`config.mk`:
```
export PLATFORM = sky130hd
export DESIGN_NAME = osd_field_sequencer_flat
export DESIGN_NICKNAME = d
export VERILOG_FILES = /design/src/rtl/osd_field_sequencer_if.sv /design/src/rtl/osd_field_sequencer.sv /design/src/flat_wrapper.sv
export SDC_FILE = /design/constraint.sdc
export NUM_CORES = 1
export LEC_CHECK = 0
export CAP_MARGIN = 20
export CORE_AREA = 2 2 208 210
export CTS_CLUSTER_DIAMETER = 40
export DETAILED_ROUTE_END_ITERATION = 7
export DIE_AREA = 0 0 210 212
export DONT_BUFFER_PORTS = 1
export GPL_TIMING_DRIVEN = 0
export SLEW_MARGIN = 20
export SYNTH_ARGS = -nofsm -noshare
export SYNTH_HDL_FRONTEND = slang
export SYNTH_SLANG_ARGS = --single-unit
```
`constraint.sdc`:
```
create_clock -name clk -period 2 [get_ports clk]
set_input_delay 0.4 -clock clk [delete_from_list [all_inputs] [get_ports clk]]
set_output_delay 0.4 -clock clk [all_outputs]
set_load 0.01 [all_outputs]
```
`src/rtl/osd_field_sequencer_if.sv`:
```
// osd_field_sequencer_if: job handshake between the field sequencer and the OSD decimal writer.
interface osd_field_sequencer_if #(parameter int WIDTH = 32);
  logic             wr_start;
  logic [15:0]      wr_base_addr;
  logic [7:0]       wr_min_width;
  logic             wr_zero_pad;
  logic [WIDTH-1:0] wr_value;
  logic             wr_busy;
  logic             wr_done;
  modport master (output wr_start, wr_base_addr, wr_min_width, wr_zero_pad, wr_value,
                  input wr_busy, wr_done);
  modport slave (input wr_start, wr_base_addr, wr_min_width, wr_zero_pad, wr_value,
                 output wr_busy, wr_done);
endinterface

```
`src/rtl/osd_field_sequencer.sv`:
```
// osd_field_sequencer: walks the numeric field table, issuing one writer job per enabled slot.
// Define OSD_SEQ_CHANGE_SKIP_EN to skip slots whose value equals the last completed write.
module osd_field_sequencer #(
  parameter int NUM_FIELDS = 8,
  parameter int WIDTH      = 32,
  parameter int TIMEOUT    = 1024
) (
  input  logic                        clk,
  input  logic                        rst_n,
  input  logic                        trigger_i,
  input  logic                        err_clr_i,
  input  logic [NUM_FIELDS-1:0]       fld_en_i,
  input  logic [NUM_FIELDS*16-1:0]    fld_addr_i,
  input  logic [NUM_FIELDS*8-1:0]     fld_width_i,
  input  logic [NUM_FIELDS-1:0]       fld_zpad_i,
  input  logic [NUM_FIELDS*WIDTH-1:0] fld_value_i,
  osd_field_sequencer_if.master       wr,
  output logic                        busy_o,
  output logic                        pass_done_o,
  output logic                        err_timeout_o
);
  localparam int IW = NUM_FIELDS > 1 ? $clog2(NUM_FIELDS) : 1;
  localparam int CW = $clog2(TIMEOUT);
  typedef enum logic [2:0] {S_IDLE, S_SELECT, S_ISSUE, S_WAIT, S_NEXT, S_DONE} state_t;
  state_t           state_q, state_d;
  logic [IW-1:0]    idx_q, idx_d;
  logic [CW-1:0]    cnt_q, cnt_d;
  logic             pending_q, pending_d, busy_q, busy_d, pd_q, pd_d;
  logic             start_q, start_d, err_q, err_d, zpad_q, zpad_d;
  logic [15:0]      addr_q, addr_d;
  logic [7:0]       width_q, width_d;
  logic [WIDTH-1:0] value_q, value_d, cur_value;
  logic             skip, timeout_hit, last;
  assign cur_value   = fld_value_i[WIDTH*idx_q +: WIDTH];
  assign timeout_hit = state_q == S_WAIT && !wr.wr_done && cnt_q == CW'(TIMEOUT-1);
  assign last        = idx_q == IW'(NUM_FIELDS-1);
`ifdef OSD_SEQ_CHANGE_SKIP_EN
  logic [WIDTH-1:0]      shadow_q [NUM_FIELDS];
  logic [NUM_FIELDS-1:0] valid_q;
  assign skip = valid_q[idx_q] && cur_value == shadow_q[idx_q];
  // Only a completed write makes the shadow trustworthy; a timeout forces a rewrite.
  always_ff @(posedge clk or negedge rst_n) begin
    if (!rst_n) begin
      valid_q <= '0;
      for (int i = 0; i < NUM_FIELDS; i++) shadow_q[i] <= '0;
    end else begin
      if (err_clr_i) valid_q <= '0;
      if (state_q == S_WAIT && wr.wr_done) begin
        valid_q[idx_q]  <= 1'b1;
        shadow_q[idx_q] <= value_q;
      end else if (timeout_hit) valid_q[idx_q] <= 1'b0;
    end
  end
`else
  assign skip = 1'b0;
`endif
  always_comb begin
    state_d   = state_q;
    idx_d     = idx_q;
    cnt_d     = cnt_q;
    pending_d = pending_q || (trigger_i && state_q != S_IDLE);
    start_d   = 1'b0;
    err_d     = (err_q && !err_clr_i) || timeout_hit;
    addr_d    = addr_q;
    width_d   = width_q;
    zpad_d    = zpad_q;
    value_d   = value_q;
    case (state_q)
      S_IDLE: if (trigger_i) begin
        state_d = S_SELECT;
        idx_d   = '0;
      end
      S_SELECT: if (fld_en_i[idx_q] && !skip) begin
        state_d = S_ISSUE;
        addr_d  = fld_addr_i[16*idx_q +: 16];
        width_d = fld_width_i[8*idx_q +: 8];
        zpad_d  = fld_zpad_i[idx_q];
        value_d = cur_value;
      end else state_d = S_NEXT;
      S_ISSUE: if (!wr.wr_busy) begin
        state_d = S_WAIT;
        start_d = 1'b1;
        cnt_d   = '0;
      end
      S_WAIT: if (wr.wr_done || timeout_hit) state_d = S_NEXT;
              else cnt_d = cnt_q + 1'b1;
      S_NEXT: if (last) state_d = S_DONE;
              else begin
                idx_d   = idx_q + 1'b1;
                state_d = S_SELECT;
              end
      S_DONE: if (pending_d) begin
        pending_d = 1'b0;
        idx_d     = '0;
        state_d   = S_SELECT;
      end else state_d = S_IDLE;
      default: state_d = S_IDLE;
    endcase
    busy_d = state_d != S_IDLE;
    pd_d   = state_d == S_DONE;
  end
  always_ff @(posedge clk or negedge rst_n) begin
    if (!rst_n) begin
      state_q   <= S_IDLE;
      idx_q     <= '0;
      cnt_q     <= '0;
      pending_q <= 1'b0;
      busy_q    <= 1'b0;
      pd_q      <= 1'b0;
      start_q   <= 1'b0;
      err_q     <= 1'b0;
      addr_q    <= '0;
      width_q   <= '0;
      zpad_q    <= 1'b0;
      value_q   <= '0;
    end else begin
      state_q   <= state_d;
      idx_q     <= idx_d;
      cnt_q     <= cnt_d;
      pending_q <= pending_d;
      busy_q    <= busy_d;
      pd_q      <= pd_d;
      start_q   <= start_d;
      err_q     <= err_d;
      addr_q    <= addr_d;
      width_q   <= width_d;
      zpad_q    <= zpad_d;
      value_q   <= value_d;
    end
  end
  assign wr.wr_start     = start_q;
  assign wr.wr_base_addr = addr_q;
  assign wr.wr_min_width = width_q;
  assign wr.wr_zero_pad  = zpad_q;
  assign wr.wr_value     = value_q;
  assign busy_o          = busy_q;
  assign pass_done_o     = pd_q;
  assign err_timeout_o   = err_q;
endmodule

```
`src/flat_wrapper.sv`:
```
// flat-port wrapper written by rule: the top's interface ports become plain ports
module osd_field_sequencer_flat 
#(
  parameter int NUM_FIELDS = 8,
  parameter int WIDTH      = 32,
  parameter int TIMEOUT    = 1024
)
  (clk, rst_n, trigger_i, err_clr_i, fld_en_i, fld_addr_i, fld_width_i, fld_zpad_i, fld_value_i, busy_o, pass_done_o, err_timeout_o, wr_wr_start, wr_wr_base_addr, wr_wr_min_width, wr_wr_zero_pad, wr_wr_value, wr_wr_busy, wr_wr_done);
  osd_field_sequencer_if #(.WIDTH(WIDTH)) wr_i ();
  input  logic clk;
  input  logic rst_n;
  input  logic trigger_i;
  input  logic err_clr_i;
  input  logic [NUM_FIELDS-1:0] fld_en_i;
  input  logic [NUM_FIELDS*16-1:0] fld_addr_i;
  input  logic [NUM_FIELDS*8-1:0] fld_width_i;
  input  logic [NUM_FIELDS-1:0] fld_zpad_i;
  input  logic [NUM_FIELDS*WIDTH-1:0] fld_value_i;
  output logic busy_o;
  output logic pass_done_o;
  output logic err_timeout_o;
  output wire logic [$bits(wr_i.wr_start)-1:0] wr_wr_start;
  output wire logic [$bits(wr_i.wr_base_addr)-1:0] wr_wr_base_addr;
  output wire logic [$bits(wr_i.wr_min_width)-1:0] wr_wr_min_width;
  output wire logic [$bits(wr_i.wr_zero_pad)-1:0] wr_wr_zero_pad;
  output wire logic [$bits(wr_i.wr_value)-1:0] wr_wr_value;
  input wire logic [$bits(wr_i.wr_busy)-1:0] wr_wr_busy;
  input wire logic [$bits(wr_i.wr_done)-1:0] wr_wr_done;
  assign wr_wr_start = wr_i.wr_start;
  assign wr_wr_base_addr = wr_i.wr_base_addr;
  assign wr_wr_min_width = wr_i.wr_min_width;
  assign wr_wr_zero_pad = wr_i.wr_zero_pad;
  assign wr_wr_value = wr_i.wr_value;
  assign wr_i.wr_busy = wr_wr_busy;
  assign wr_i.wr_done = wr_wr_done;
  osd_field_sequencer #(.NUM_FIELDS(NUM_FIELDS), .WIDTH(WIDTH), .TIMEOUT(TIMEOUT)) u_core (.clk(clk), .rst_n(rst_n), .trigger_i(trigger_i), .err_clr_i(err_clr_i), .fld_en_i(fld_en_i), .fld_addr_i(fld_addr_i), .fld_width_i(fld_width_i), .fld_zpad_i(fld_zpad_i), .fld_value_i(fld_value_i), .wr(wr_i), .busy_o(busy_o), .pass_done_o(pass_done_o), .err_timeout_o(err_timeout_o));
endmodule
```
==> run summary, run 1 <==
* **Hold WC Path Type** input port to async pin
* **final design instance area without fill** 8450 sq um
* **insertion delay to the later sink of the worst-skew pair** 0.38 ns
* **post-route non-filler standard cell count** 1170
* **Period minus WS final** 2.06 ns
* **cell family contributing the most delay on the critical path** buffers and inverters
* **die height** 212 um
* **maximum single-stage delay on the critical path** 0.45 ns
* **post-DR wirelength/cell** 30.5 um
* **count of filler cells inserted in the layout** 4617
* **Core Box Area** 42500 sq um
* **cell area after technology mapping** 6700 sq um
* **worst reg2reg path startpoint** u_core.idx_q[0]
* **WHS** -0.295 ns
* **required arrival time at the worst endpoint** 2.27 ns
* **fraction of registers with async set/reset** 100%
* **final hold violation count** 78
* **Critical Path AT** 2.33 ns
* **Worst Max-Slew Pin Slew** 0.541 ns
* **outcome** complete, but fails checks
* **nature of the critical path endpoint** flip-flop
* **critical-path maximum fanout** 5
* **failing checks** hold timing, setup timing
* **violation count after the first detailed-routing iteration** 308
* **Starting Density** 15.8%
* **Syn Area/Cell** 11.8 sq um
* **DRT Wirelength** 35700 um
* **number of global-route vias before repair** 5711
* **Sum Neg Setup Slack** -1.50 ns
* **Port Buffer Count** 0
* **number of detailed-route iterations in the first pass** 5
* **largest net degree at the start of global routing** 79
* **global placement routability congestion** 1.00
* **cts bufs inserted** 9
* **clk sink count** 78
* **layout overhead on the synthesized area** 26.2%
* **die width** 210 um
* **vias per std cell** 4.80
* **element type at the critical path start** flip-flop
* **setup repair after global routing missed its margin** yes
* **Critical-path top delay cell** dfrtp_2
* **total count of max-transition violations in the final report** 0
* **clock tree root driver cell** clkbuf_16
* **instance count after placement with tap cells included** 1112
* **final setup margin** -0.0559 ns
* **number of enable-type register cells in the synthesized netlist** 0
* **worst voltage drop across the vdd grid** 0.339 mV
* **areal power density over the cells** 1240 nW/um^2
* **Gate Count Post-Synth** 566
* **Setup Crit Path Kind** flip-flop to flip-flop
* **post-detailed-route DRC marker count** 0
* **# H-tree levels** 3
* **dominant cell type by area after synthesis** mux4_2
* **number of setup violations in the final report** 53
* **nets@finish** 1072
* **area of the die** 44500 sq um
* **synthesis-stage register bit count** 78
* **boundary pin count** 531
* **residual antenna-violating net count after detailed routing** 0
* **Worst path most repeated cell** buf_12
* **std cell rows** 76
* **Synth top area share** 38.3%
* **cell-by-cell trace of the critical path** buf_12 > buf_16 > mux2i_2 > a22oi_2 > nand4_1 > buf_6 > buf_12 > clkbuf_16 > mux2_4
* **TritonCTS clock tree** done
* **initial antenna violation count** 38
* **LEAKAGE** 0.00319 uW
* **period utilization** 103%
* **Area after DPL** 7380 sq um
* **max_cap viols** 0
* **fraction of final layout cells with drive strength greater than 1** 43.2%
* **capture point of the worst reg-to-reg path** u_core.wr.wr_value[5]
* **most instantiated flip-flop cell in the synthesis netlist** dfrtp_1
* **DP Wirelength** 28400 um
* **number of cells on the worst reg-to-reg path** 9
* **overflow left after global routing** 0
* **yosys synthesis warning count** 0
* **global-route usage over all layers** 15.5%
* **vias** 5618
* **Clock transition at path regs** 0.08 ns
* **Layout Skew** 0.0114 ns
* **Synth Net Count** 1039
* **Worst R2R Setup Slack** -0.06 ns
* **cells taking the most area after synthesis** mux4_2 38%, dfrtp_1 29%, nand2_1 9.9%
* **part of the Yosys area used for sequential elements** 29.1%
* **max_slew headroom** 64.0%
* **fmax** 486 MHz
* **wire length of the first global-routing pass** 46200 um
* **crit path buf inv count** 5
* **synth unique cells** 40
* **clock buffer depth** 2
## power breakdown
group | internal, uW | switching (uW) | leakage, uW
Combinational | 3340 | 2160 | 0.00210
Clock | 870 | 900 | 0.000133
Sequential | 2260 | 953 | 0.000955
Total | 6470 | 4010 | 0.00319
## synth_stat cells, types with 2 or more instances
cell,number
a21oi_1,5
a41o_1,2
and2_1,2
and3_1,2
buf_1,11
buf_2,16
buf_6,9
clkbuf_1,11
dfrtp_1,78
ha_1,3
inv_1,11
mux2_1,2
mux2_2,55
mux2i_1,8
mux4_2,114
nand2_1,177
nand2b_1,3
nand3_1,12
nand4_1,4
nor2_1,5
nor3_1,7
o21ai_0,6
o311ai_0,2
o41ai_1,2
or3_1,4
## through the flow
step	setup WS [ns]	power (uW)	util [%]
2_1_floorplan	0.133	6330	-
3_3_place_gp	-0.980	7430	17.4
3_5_place_dp	-1.05	7560	17.4
4_1_cts	-0.0457	10500	19.4
5_1_grt	-0.122	11200	19.9
6_report	-0.0559	10500	19.9
## cell type report
cell class / count / area (sq um) / share of cell area (%)
Clock inverter: 7 / 62.6 / 0.740
Antenna cell: 20 / 50.0 / 0.592
Multi-Input combinational cell: 429 / 4500 / 53.2
Clock buffer: 9 / 225 / 2.66
Buffer: 48 / 553 / 6.54
Sequential cell: 78 / 1950 / 23.1
Inverter: 11 / 41.3 / 0.488
Tap cell: 546 / 683 / 8.08
Timing Repair Buffer: 22 / 384 / 4.54
## sequential cells by signal (all words and copies together), names as in the netlist
signal,count
u_core.wr.wr_value,32
u_core.wr.wr_base_addr,16
u_core.cnt_q,10
u_core.wr.wr_min_width,8
u_core.idx_q,3
u_core.state_q,3
u_core.busy_o,1
u_core.err_timeout_o,1
u_core.pass_done_o,1
u_core.pending_q,1
u_core.wr.wr_start,1
u_core.wr.wr_zero_pad,1
## how the worst max path moves through the flow
stage | start | to | slack [ns] | depth (start not counted)
floorplan | u_core.idx_q[2] | u_core.wr.wr_base_addr[2] | 0.13 | 7
global route | u_core.idx_q[0] | u_core.wr.wr_value[20] | -0.12 | 9
global placement | u_core.idx_q[2] | u_core.wr.wr_base_addr[0] | -0.98 | 7
detailed placement | u_core.idx_q[2] | u_core.wr.wr_value[15] | -1.05 | 7
CTS | u_core.idx_q[0] | u_core.wr.wr_value[15] | -0.05 | 9
finish | u_core.idx_q[0] | u_core.wr.wr_value[5] | -0.06 | 9
## cells by family after synthesis
group	synth area share, %
compound gates	2.86
xor+xnor	0.131
simple gates	13.5
mux	49.1
fa+ha+maj	0.560
buf+inv	4.67
flops	29.1
## placed cells by master (no fill, tap or decap), drive strengths merged, types with 2 or more instances in the layout
cell        n
nand2     177
mux4      114
dfrtp      78
mux2       57
buf        55
clkbuf     23
diode      20
inv        15
nand3      12
mux2i       8
nor3        7
o21ai       6
nor2        5
a21oi       5
nand4       4
or3         4
nand2b      3
ha          3
clkinvlp    3
and3        2
a41o        2
and2        2
o311ai      2
o41ai       2
o31ai       2
## layer usage
metal	vias up	wire length, um	global-route usage [%]
li1	2261	-	-
met3	99	3030	5.51
met1	2823	13900	18.7
met2	413	17000	24.5
met5	-	155	0
met4	22	1610	8.14
## timing repair
action                                  4_1_cts  5_1_grt
cloned                                        5        3
endpoints found under the setup margin       59       59
pin swaps                                     1        2
endpoints found under the hold margin        78       78
buffers inserted                             12        2
resized for setup                           104       19
Note: power is estimated with default switching activity, not from simulation.
==> run 2: changes to the inputs <==
--- a/config.mk
+++ b/config.mk
@@ -6,11 +6,10 @@
 export NUM_CORES = 1
 export LEC_CHECK = 0
 export CAP_MARGIN = 20
-export CORE_AREA = 2 2 208 210
+export CORE_AREA = 2 2 207 209
 export CTS_CLUSTER_DIAMETER = 40
 export DETAILED_ROUTE_END_ITERATION = 7
-export DIE_AREA = 0 0 210 212
-export DONT_BUFFER_PORTS = 1
+export DIE_AREA = 0 0 209 211
 export GPL_TIMING_DRIVEN = 0
 export SLEW_MARGIN = 20
 export SYNTH_ARGS = -nofsm -noshare
==> run 2 against run 1 <==
Against the previous run: register-to-register slack improved by 0.09 ns; largest power group unchanged; clock power is 3% higher; the flow now finishes without violations; total power grew 13%.
==> run summary, run 2 (same netlist as run 1, synthesis figures left out) <==
* **outcome** completed
* **maximum single-stage delay on the critical path** 0.39 ns, -0.06 ns
* **initial antenna violation count** 6, -84%
* **fmax** 508 MHz, +4.4%
* **Clock transition at path regs** 0.08 ns, about the same
* **cts bufs inserted** 9, unchanged
* **logic depth of the worst path, buffers included** 8, -1
* **wire length of the first global-routing pass** 53200 um, +15%
* **DP Wirelength** 32400 um, +14%
* **final design instance area without fill** 13400 sq um, +59%
* **capture point of the worst reg-to-reg path** u_core.wr.wr_value[18]
* **number of setup violations in the final report** 0, -100%
* **post-DR wirelength/cell** 23.0 um, -25%
* **Hold WC Path Type** input port to async pin
* **worst reg2reg path startpoint** u_core.idx_q[0]
* **critical-path maximum fanout** 10, +5
* **Critical path destination** u_core.wr.wr_value[18]
* **TritonCTS clock tree** done
* **# H-tree levels** 3, unchanged
* **nets@finish** 1590, +48%
* **Starting Density** 16.0%, +0.28 points
* **max_slew headroom** 62.0%, -1.9 points
* **period utilization** 98.5%, -4.3 points
* **layout overhead on the synthesized area** 100%
* **final hold violation count** 0, -100%
* **Area after DPL** 12700 sq um, +72%
* **clk sink count** 78, unchanged
* **cell family contributing the most delay on the critical path** buffers and inverters
* **global placement routability congestion** 0.868, -14%
* **nature of the critical path endpoint** flip-flop
* **Worst path most repeated cell** buf_12
* **most frequent standard cell in the layout excluding fill and tap cells** clkdlybuf4s50_1
* **Worst Max-Slew Pin Slew** 0.569 ns, +0.0287 ns
* **areal power density over the cells** 886 nW/um^2, -29%
* **crit path buf inv count** 4, -1
* **vias** 7263, +29%
* **fraction of final layout cells with drive strength greater than 1** 22.0%, -21 points
* **number of global-route vias before repair** 7951, +39%
* **clock buffer depth** 2, unchanged
* **number of flip-flops in the largest register** 32, unchanged
* **Port Buffer Count** 530, +530
* **setup repair after global routing missed its margin** yes
* **LEAKAGE** 0.00507 uW, +59%
* **WHS** 0.493 ns, +0.788 ns
* **die height** 211 um, -0.47%
* **Critical Path AT** 2.22 ns, -0.11 ns
* **boundary pin count** 531, unchanged
* **worst voltage drop across the vdd grid** 0.378 mV, +12%
* **final setup margin** 0.0302 ns, +0.0862 ns
* **std cell rows** 75, -1.3%
* **total count of max-transition violations in the final report** 0, unchanged
* **first element of the critical path** u_core.idx_q[0]
* **max_cap viols** 0, unchanged
* **clock tree root driver cell** clkbuf_16
* **Worst R2R Setup Slack** 0.03 ns, +0.09 ns
* **commonest cells after routing, fill and taps aside** 529 x clkdlybuf4s50_1, 174 x nand2_1, 114 x mux4_2, 77 x dfrtp_1, 55 x mux2_2
* **Setup Crit Path Kind** flip-flop to flip-flop
* **Period minus WS final** 1.97 ns, -0.0862 ns
* **violation count after the first detailed-routing iteration** 340, +10%
* **Core Box Area** 41800 sq um, -1.8%
* **insertion delay to the later sink of the worst-skew pair** 0.37 ns, about the same
* **area of the die** 44100 sq um, -0.95%
* **number of cells on the worst reg-to-reg path** 8, -1
* **largest net degree at the start of global routing** 49, -38%
* **global-route usage over all layers** 17.0%, +1.5 points
* **Layout Skew** 0.0134 ns, +0.00198 ns
* **number of detailed-route iterations in the first pass** 4, -1
* **die width** 209 um, -0.48%
* **cell-by-cell trace of the critical path** buf_12 > mux2i_1 > nand3_1 > nand4_1 > buf_6 > buf_12 > buf_12 > mux2_2
* **post-placement worst setup slack** -0.860 ns, +0.194 ns
* **post-detailed-route DRC marker count** 0, unchanged
* **overflow left after global routing** 0, unchanged
* **vias per std cell** 4.35, -9.4%
* **Critical-path top delay cell** dfrtp_2
* **required arrival time at the worst endpoint** 2.25 ns, -0.02 ns
* **DRT Wirelength** 38300 um, +7.4%
* **residual antenna-violating net count after detailed routing** 0, unchanged
* **element type at the critical path start** flip-flop
[run 2: changes by cell type in the layout (fill, tap and decap cells not counted), sizes merged, moves of 2 or more]
cell	previous run	this run
buf	55	46
clkbuf	23	20
clkdlybuf4s50	0	529
clkinvlp	3	1
diode	20	8
[run 2: cell type report]
| cell class | instances | area (sq um) |
|---|---|---|
| diodes | 8 | 20.0 |
| plain buffers | 48 | 507 |
| clock buffers | 9 | 225 |
| clock inverters | 7 | 80.1 |
| fillers | 4262 | 28300 |
| inverters | 11 | 41.3 |
| multi-input cells | 429 | 4470 |
| flip-flops and latches | 78 | 1950 |
| well taps | 539 | 674 |
| repair buffers | 540 | 5440 |
[run 2: timing repair]
action                                 in CTS  in global routing
hold buffers                                1                  0
gates resized for setup                    74                  9
pin swaps                                   1                  0
buffers inserted                            8                  0
gates cloned                                0                  0
endpoints found under the hold margin      30                  0
setup endpoints to repair                  59                 53
[run 2: how the worst min path moves through the flow]
stage                                end                      start  cells past startpoint  slack [ns]
6_report          u_core.wr.wr_value[24]                      rst_n                      2        0.49
5_1_grt           u_core.wr.wr_value[22]                      rst_n                      2        0.51
4_1_cts           u_core.wr.wr_value[24]                      rst_n                      2        0.49
3_3_place_gp   u_core.wr.wr_base_addr[2]  u_core.wr.wr_base_addr[2]                      1        0.48
3_5_place_dp      u_core.wr.wr_value[22]                      rst_n                      1        0.32
2_1_floorplan              u_core.busy_o                      rst_n                      0        0.10
[run 2: per-layer routing]
metal | GRT usage [%] | wire, um | share of wire [%]
met5 | 0 | 24 | 0.063
met4 | 6.28 | 965 | 2.5
met3 | 4.27 | 2660 | 6.9
met2 | 30.1 | 19800 | 52
met1 | 19.8 | 14800 | 39
[run 2: power breakdown]
group / leakage, uW / internal (uW) / total [uW] / switching [uW]
clock: 0.000149 / 989 / 1820 / 827
sequential: 0.000955 / 2260 / 2640 / 383
combinational: 0.00397 / 4560 / 7430 / 2870
total: 0.00507 / 7810 / 11900 / 4080
[run 2: through the flow]
stage | util [%] | instances | TNS [ns] | total power (uW)
2_1_floorplan | - | 566 | 0 | 6330
4_1_cts | 32.0 | 1661 | -0.0322 | 12100
3_3_place_gp | 30.4 | 1635 | -267.57 | 9630
5_1_grt | 32.1 | 1665 | -2.07 | 12600
6_report | 32.1 | 1669 | 0 | 11900
3_5_place_dp | 30.4 | 1636 | -37.12 | 9720
